===== src/rtl/dance_pkg.sv =====
// Shared result codes, FSM state encoding and combo threshold for the dance step judge.
package dance_pkg;

  localparam logic [1:0] RES_MISS    = 2'b00;
  localparam logic [1:0] RES_GOOD    = 2'b01;
  localparam logic [1:0] RES_PERFECT = 2'b10;
  localparam logic [1:0] RES_WRONG   = 2'b11;

  typedef enum logic [1:0] {IDLE, FETCH, ACTIVE, DONE} state_e;

  localparam int unsigned COMBO_TH = 4;

endpackage


===== src/rtl/player_judge.sv =====
// Per-player judging: button edge detect, judged flag, result pulse and saturating score.
// Defining COMBO_EN adds a combo counter that doubles points once the streak reaches COMBO_TH.
module player_judge
  import dance_pkg::*;
#(
  parameter int unsigned SCORE_W = 10
) (
  input  logic               clk_i,
  input  logic               reset_i,
  input  logic               clear_i,
  input  logic               active_i,
  input  logic               slot_start_i,
  input  logic               slot_end_i,
  input  logic               perfect_i,
  input  logic [3:0]         target_i,
  input  logic [3:0]         btn_i,
  output logic               res_valid_o,
  output logic [1:0]         res_o,
  output logic [SCORE_W-1:0] score_o
`ifdef COMBO_EN
  ,
  output logic [7:0]         combo_o
`endif
);

  // Wide enough to hold score plus the largest (doubled) award without wrapping.
  localparam int unsigned SumW = ((SCORE_W > 3) ? SCORE_W : 3) + 1;

  logic [3:0]         prev_q;
  logic [3:0]         rise;
  logic               judged_q, judged_d;
  logic               res_valid_q;
  logic [1:0]         res_q;
  logic [SCORE_W-1:0] score_q, score_d;
  logic               ev_valid;
  logic [1:0]         ev_code;
  logic [2:0]         pts;
  logic [SumW-1:0]    sum;
`ifdef COMBO_EN
  logic [7:0]         combo_q, combo_d;
`endif

  always_comb begin
    rise     = btn_i & ~prev_q;
    ev_valid = 1'b0;
    ev_code  = RES_MISS;
    if (active_i && !judged_q) begin
      if (|(rise & ~target_i)) begin
        ev_valid = 1'b1;
        ev_code  = RES_WRONG;
      end else if ((|rise) && (btn_i == target_i)) begin
        ev_valid = 1'b1;
        ev_code  = perfect_i ? RES_PERFECT : RES_GOOD;
      end else if (slot_end_i && (|target_i)) begin
        ev_valid = 1'b1;
        ev_code  = RES_MISS;
      end
    end
  end

  always_comb begin
    pts = 3'd0;
    if (ev_valid && (ev_code == RES_PERFECT)) begin
      pts = 3'd2;
    end else if (ev_valid && (ev_code == RES_GOOD)) begin
      pts = 3'd1;
    end
`ifdef COMBO_EN
    combo_d = combo_q;
    if (ev_valid) begin
      if (pts != 3'd0) begin
        // Streak length before this hit decides the bonus.
        if (combo_q >= 8'(COMBO_TH)) pts = pts << 1;
        if (combo_q != 8'hFF) combo_d = combo_q + 8'd1;
      end else begin
        combo_d = '0;
      end
    end
    if (clear_i) combo_d = '0;
`endif
    sum     = SumW'(score_q) + SumW'(pts);
    score_d = (|sum[SumW-1:SCORE_W]) ? '1 : sum[SCORE_W-1:0];
    if (clear_i) score_d = '0;

    judged_d = judged_q;
    if (slot_start_i) begin
      judged_d = 1'b0;
    end else if (ev_valid) begin
      judged_d = 1'b1;
    end
  end

  always_ff @(posedge clk_i) begin
    if (reset_i) begin
      prev_q      <= '0;
      judged_q    <= 1'b0;
      res_valid_q <= 1'b0;
      res_q       <= RES_MISS;
      score_q     <= '0;
`ifdef COMBO_EN
      combo_q     <= '0;
`endif
    end else begin
      prev_q      <= btn_i;
      judged_q    <= judged_d;
      res_valid_q <= ev_valid;
      if (ev_valid) res_q <= ev_code;
      score_q     <= score_d;
`ifdef COMBO_EN
      combo_q     <= combo_d;
`endif
    end
  end

  assign res_valid_o = res_valid_q;
  assign res_o       = res_q;
  assign score_o     = score_q;
`ifdef COMBO_EN
  assign combo_o     = combo_q;
`endif

endmodule


===== src/rtl/step_judge.sv =====
// Two-player step judge: game FSM, step-slot timer and step handshake; judging per player.
// Optional COMBO_EN macro adds a_combo/b_combo ports and streak-doubled scoring.
module step_judge
  import dance_pkg::*;
#(
  parameter int unsigned BEAT_CYCLES    = 25_000_000,
  parameter int unsigned PERFECT_CYCLES = 5_000_000,
  parameter int unsigned SCORE_W        = 10
) (
  input  logic               clock,
  input  logic               reset,
  input  logic               start,
  input  logic [3:0]         a_btn,
  input  logic [3:0]         b_btn,
  input  logic [3:0]         step_target,
  input  logic               step_last,
  input  logic               step_valid,
  output logic               step_ready,
  output logic [3:0]         target_out,
  output logic               busy,
  output logic               done,
  output logic               a_res_valid,
  output logic               b_res_valid,
  output logic [1:0]         a_res,
  output logic [1:0]         b_res,
  output logic [SCORE_W-1:0] a_score,
  output logic [SCORE_W-1:0] b_score
`ifdef COMBO_EN
  ,
  output logic [7:0]         a_combo,
  output logic [7:0]         b_combo
`endif
);

  localparam int unsigned CntW = $clog2(BEAT_CYCLES);

  state_e          state_q;
  logic [CntW-1:0] slot_cnt_q;
  logic [3:0]      target_q;
  logic            last_q;

  logic handshake, slot_end, perfect, active, clear;

  assign handshake = (state_q == FETCH) && step_valid;
  assign active    = (state_q == ACTIVE);
  assign slot_end  = active && (slot_cnt_q == CntW'(BEAT_CYCLES - 1));
  assign perfect   = 32'(slot_cnt_q) < PERFECT_CYCLES;
  assign clear     = start && ((state_q == IDLE) || (state_q == DONE));

  always_ff @(posedge clock) begin
    if (reset) begin
      state_q    <= IDLE;
      slot_cnt_q <= '0;
      target_q   <= '0;
      last_q     <= 1'b0;
    end else begin
      unique case (state_q)
        IDLE, DONE: begin
          if (start) state_q <= FETCH;
        end
        FETCH: begin
          if (step_valid) begin
            target_q   <= step_target;
            last_q     <= step_last;
            slot_cnt_q <= '0;
            state_q    <= ACTIVE;
          end
        end
        ACTIVE: begin
          if (slot_cnt_q == CntW'(BEAT_CYCLES - 1)) begin
            state_q <= last_q ? DONE : FETCH;
          end else begin
            slot_cnt_q <= slot_cnt_q + CntW'(1);
          end
        end
      endcase
    end
  end

  assign step_ready = handshake;
  assign target_out = target_q;
  assign busy       = (state_q == FETCH) || (state_q == ACTIVE);
  assign done       = (state_q == DONE);

  player_judge #(
    .SCORE_W(SCORE_W)
  ) u_player_a (
    .clk_i       (clock),
    .reset_i     (reset),
    .clear_i     (clear),
    .active_i    (active),
    .slot_start_i(handshake),
    .slot_end_i  (slot_end),
    .perfect_i   (perfect),
    .target_i    (target_q),
    .btn_i       (a_btn),
    .res_valid_o (a_res_valid),
    .res_o       (a_res),
    .score_o     (a_score)
`ifdef COMBO_EN
    ,
    .combo_o     (a_combo)
`endif
  );

  player_judge #(
    .SCORE_W(SCORE_W)
  ) u_player_b (
    .clk_i       (clock),
    .reset_i     (reset),
    .clear_i     (clear),
    .active_i    (active),
    .slot_start_i(handshake),
    .slot_end_i  (slot_end),
    .perfect_i   (perfect),
    .target_i    (target_q),
    .btn_i       (b_btn),
    .res_valid_o (b_res_valid),
    .res_o       (b_res),
    .score_o     (b_score)
`ifdef COMBO_EN
    ,
    .combo_o     (b_combo)
`endif
  );

endmodule


===== config.mk =====
export PLATFORM = sky130hd
export DESIGN_NAME = step_judge
export DESIGN_NICKNAME = d
export VERILOG_FILES = /design/src/rtl/dance_pkg.sv /design/src/rtl/player_judge.sv /design/src/rtl/step_judge.sv
export SDC_FILE = /design/constraint.sdc
export NUM_CORES = 1
export LEC_CHECK = 0
export BUFFER_PORTS_ARGS = -buffer_cell sky130_fd_sc_hd__buf_2
export CAP_MARGIN = 10
export CORE_MARGIN = 8
export CORE_UTILIZATION = 40
export DETAILED_ROUTE_END_ITERATION = 10
export GPL_ROUTABILITY_DRIVEN = 0
export PLACE_DENSITY = 0.59
export SYNTH_ARGS = -nofsm -noshare
export SYNTH_HDL_FRONTEND = slang
export SYNTH_SLANG_ARGS = --single-unit

===== constraint.sdc =====
create_clock -name clock -period 3.6 [get_ports clock]
set_input_delay 0 -clock clock [delete_from_list [all_inputs] [get_ports clock]]
set_output_delay 0 -clock clock [all_outputs]
set_load 0.05 [all_outputs]

==> metrics.log <==
INFO  metric netlist-cell-type-count = 57
INFO  metric synth.cells.most_frequent = 68 x dfxtp_1, 42 x nand2_1, 34 x a21oi_1
INFO  metric root_buffer = clkbuf_8
INFO  metric routed_wl = 8530 um
INFO  metric run_status = finished, final reports clean
INFO  metric setup_ws_pre_cts = 0.556 ns
INFO  metric flip_flop_and_latch_count_after_synthesis = 68
INFO  metric detailedRoute.firstPassIterationCount = 5
INFO  metric pwr-share-clk = 45.5%
INFO  metric antenna_left = 0
INFO  metric avgViaCountPerCell = 5.35
INFO  metric dp_hpwl = 6110 um
INFO  metric synth-main-ff-cell = dfxtp_1
INFO  metric warnings_from_yosys = 0
INFO  metric max_cap_viol_count = 0
INFO  metric die_y = 109 um
INFO  metric post_synth_instance_area = 3440 um2
INFO  metric clock_sinks = 68
INFO  metric nets = 492
INFO  metric worst_hold_path.num_cells = 3
INFO  metric start_util = 40.4%
INFO  metric finalSetupViolations = 0
INFO  metric hold_path_end = state_q[0]
INFO  metric post_synth.cell_area_avg = 8.45 um2
INFO  metric period_needed = 3.04 ns
INFO  metric port_buffers = 49
INFO  metric ys_async_sr_fraction = 0%
INFO  metric clk_latency_worst_skew_pair = 0.33 ns
INFO  metric worstSetupStartpointType = flop
INFO  metric worst_clk_skew = 0.00673 ns
INFO  metric intPower = 1.30 mW
INFO  metric numCtsBuffers = 9
INFO  metric first_global_vias = 2918
INFO  metric crit_fanout = 8
INFO  metric cts-htree-levels = 3
INFO  metric grt_max_degree = 25
INFO  metric rsz0062_at_grt = false
INFO  metric maxSlewViolCount = 0
INFO  metric synth_top_cells_by_area = dfxtp_1 40%, a21oi_1 4.9%, nand2_1 4.6%, xnor2_1 4.1%, xor2_1 3.6%
INFO  metric cp.required = 3.85 ns
INFO  metric final_min_period_over_clock_period = 84.4%
INFO  metric fin_hold_ws = 0.0209 ns
INFO  metric cellLeakagePower = 1.57 nW
INFO  metric power.share.sequential = 44.8%
INFO  metric max-slew-margin-rel = 56.5%
INFO  metric timing.hold.worst.start = start
INFO  metric cts_tree = done
INFO  metric final_hold_viol_count = 0
INFO  metric routed_wire_length_per_instance = 14.8 um
INFO  metric area_delta_synth_final = 20.5%
INFO  metric die-area = 11800 um2
INFO  metric worstReg2RegEnd = u_player_b.score_o[3]
INFO  metric drc = 0
INFO  metric timing.final.ws_setup = 0.561 ns
INFO  metric critPathCaptureType = flop
INFO  metric synth_largest_area_cell = dfxtp_1
INFO  metric final_layout_size_suffix_gt1_share = 16.0%
INFO  metric fin_total_pwr = 1.73 mW
INFO  metric crit_type = flop to flop
INFO  metric critical_path_arrival = 3.29 ns
INFO  metric power.density_cell_area = 418 nW/um2
INFO  metric worst-slew-pin-transition = 0.651 ns
INFO  metric synthesis.instances = 407
INFO  metric switching_fraction_of_total_power = 24.9%
INFO  metric placeableCoreArea = 8510 um2
INFO  metric timing.setup.tns = 0 ns
INFO  metric regToRegStartpoint = slot_cnt_q[11]
INFO  metric core.rowCount = 34
INFO  metric synthesis.nets = 434
INFO  metric synth_enable_flop_cells = 0
INFO  metric io_pins = 50
INFO  metric vdd.ir_drop.worst = 0.170 mV
INFO  metric p_switching = 0.433 mW
INFO  metric grt.overflow.total = 0
INFO  metric post-cts-setup-buffer-count = 0
INFO  metric antenna_found_initial = 0
INFO  metric ctsLongestPathBuffers = 2
INFO  metric grt_pass1_wl = 14300 um
INFO  metric overall_track_demand_over_capacity_in_global_routing = 14.9%
INFO  metric clkTransAtPathRegs = 0.08 ns
INFO  metric antennaDiodeCount = 0
INFO  metric yosys.cell_count.top_type = dfxtp_1
INFO  metric share_comb_of_total_power = 9.7%
INFO  metric yosysSeqAreaShare = 39.6%
INFO  metric detailedRoute.firstIterationViolations = 177
INFO  metric r2r_cells = 10
INFO  metric floorplan.die.width = 109 um
INFO  metric routed_via_count = 3093
INFO  metric hp-class = input port to flop
INFO  metric timing.reg2reg.setup_slack = 0.56 ns
INFO  metric timing.fmax = 329 MHz
INFO  metric synth_top_area_share = 39.6%
## sequential cells by signal, indices dropped and copies added (netlist names), 2 cells and up
name	cells
target_out	4
u_player_b.score_o	10
slot_cnt_q	25
u_player_a.prev_q	4
u_player_b.res_o	2
state_q	2
u_player_a.score_o	10
u_player_b.prev_q	4
u_player_a.res_o	2
## power groups by stage
stage          clock (mW)  sequential, mW  combinational, mW
6_report            0.790           0.777              0.168
5_1_grt             0.838           0.779              0.186
4_1_cts             0.801           0.777              0.169
3_5_place_dp            0           0.795              0.157
3_3_place_gp            0           0.795              0.156
2_1_floorplan           0           0.805             0.0996
## cells in the final DEF (no fill, tap or decap), types with 7 or more instances in the layout
master,instances
nor2b_1,8
nand4_1,18
a21oi_1,34
nand3_1,17
dlygate4sd3_1,13
buf_2,49
ha_1,8
or4_1,7
nor3_1,9
xor2_1,14
nor3b_1,8
xnor2_1,16
clkbuf_8,10
nand2b_1,10
nand2_1,42
o21ai_0,10
nor2_1,31
inv_1,15
nor4_1,10
dfxtp_1,68
## critical path: stages (launching register included)
cell and delay, ns:
dfxtp_1 0.48, o2111ai_1 0.14, and3_1 0.21, o211ai_1 0.51
nor3b_1 0.27, ha_1 0.22, fa_1 0.23, nand4_1 0.21
nor2_1 0.19, nand3_1 0.27, a21oi_1 0.22
## routing by layer
metal  vias to the layer above  routed length, um  track usage (%)
li1                       1587                  -                -
met5                         -                  0                0
met4                         0                 81             4.11
met3                         9                345             2.78
met1                      1447               4030             19.0
met2                        50               4080             25.1
## cell families after synthesis
kind of cell,synth area share [%]
AO/OA/AOI/OAI,14.6
XOR/XNOR,7.64
adder cells (fa/ha/maj),4.07
buffers and inverters,3.75
flip-flops,39.6
multiplexers,1.31
AND/OR/NAND/NOR,29.0
## layout make-up
class / instances / area, um2
fillers: 851 / 4360
multi-input cells: 306 / 1950
flip-flops and latches: 68 / 1360
repair buffers: 64 / 390
clock buffers: 10 / 138
well taps: 108 / 135
clock inverters: 6 / 111
inverters: 16 / 60.1
## stage by stage
stage,cell area (um2),std cells,utilization [%]
floorplan,3440,407,-
global placement,3770,549,44.3
global route,4150,578,48.7
finish,4150,578,48.7
detailed placement,3770,549,44.3
CTS,4150,578,48.7
## worst max path at each step
stage,startpoint,endpoint,slack [ns],cells past startpoint
finish,slot_cnt_q[11],u_player_b.score_o[3],0.56,10
global route,slot_cnt_q[11],u_player_b.score_o[3],0.14,10
CTS,slot_cnt_q[11],u_player_b.score_o[0],0.54,10
detailed placement,slot_cnt_q[11],u_player_b.score_o[0],0.56,10
global placement,state_q[1],u_player_a.score_o[0],0.65,10
floorplan,target_out[2],u_player_a.score_o[0],0.50,11
## what timing repair did
action / in CTS / in global routing
hold buffers: 13 / 0
endpoints found under the hold margin: 13 / 0
gates resized for setup: 0 / 0
Power figures use the tool's default switching activity.
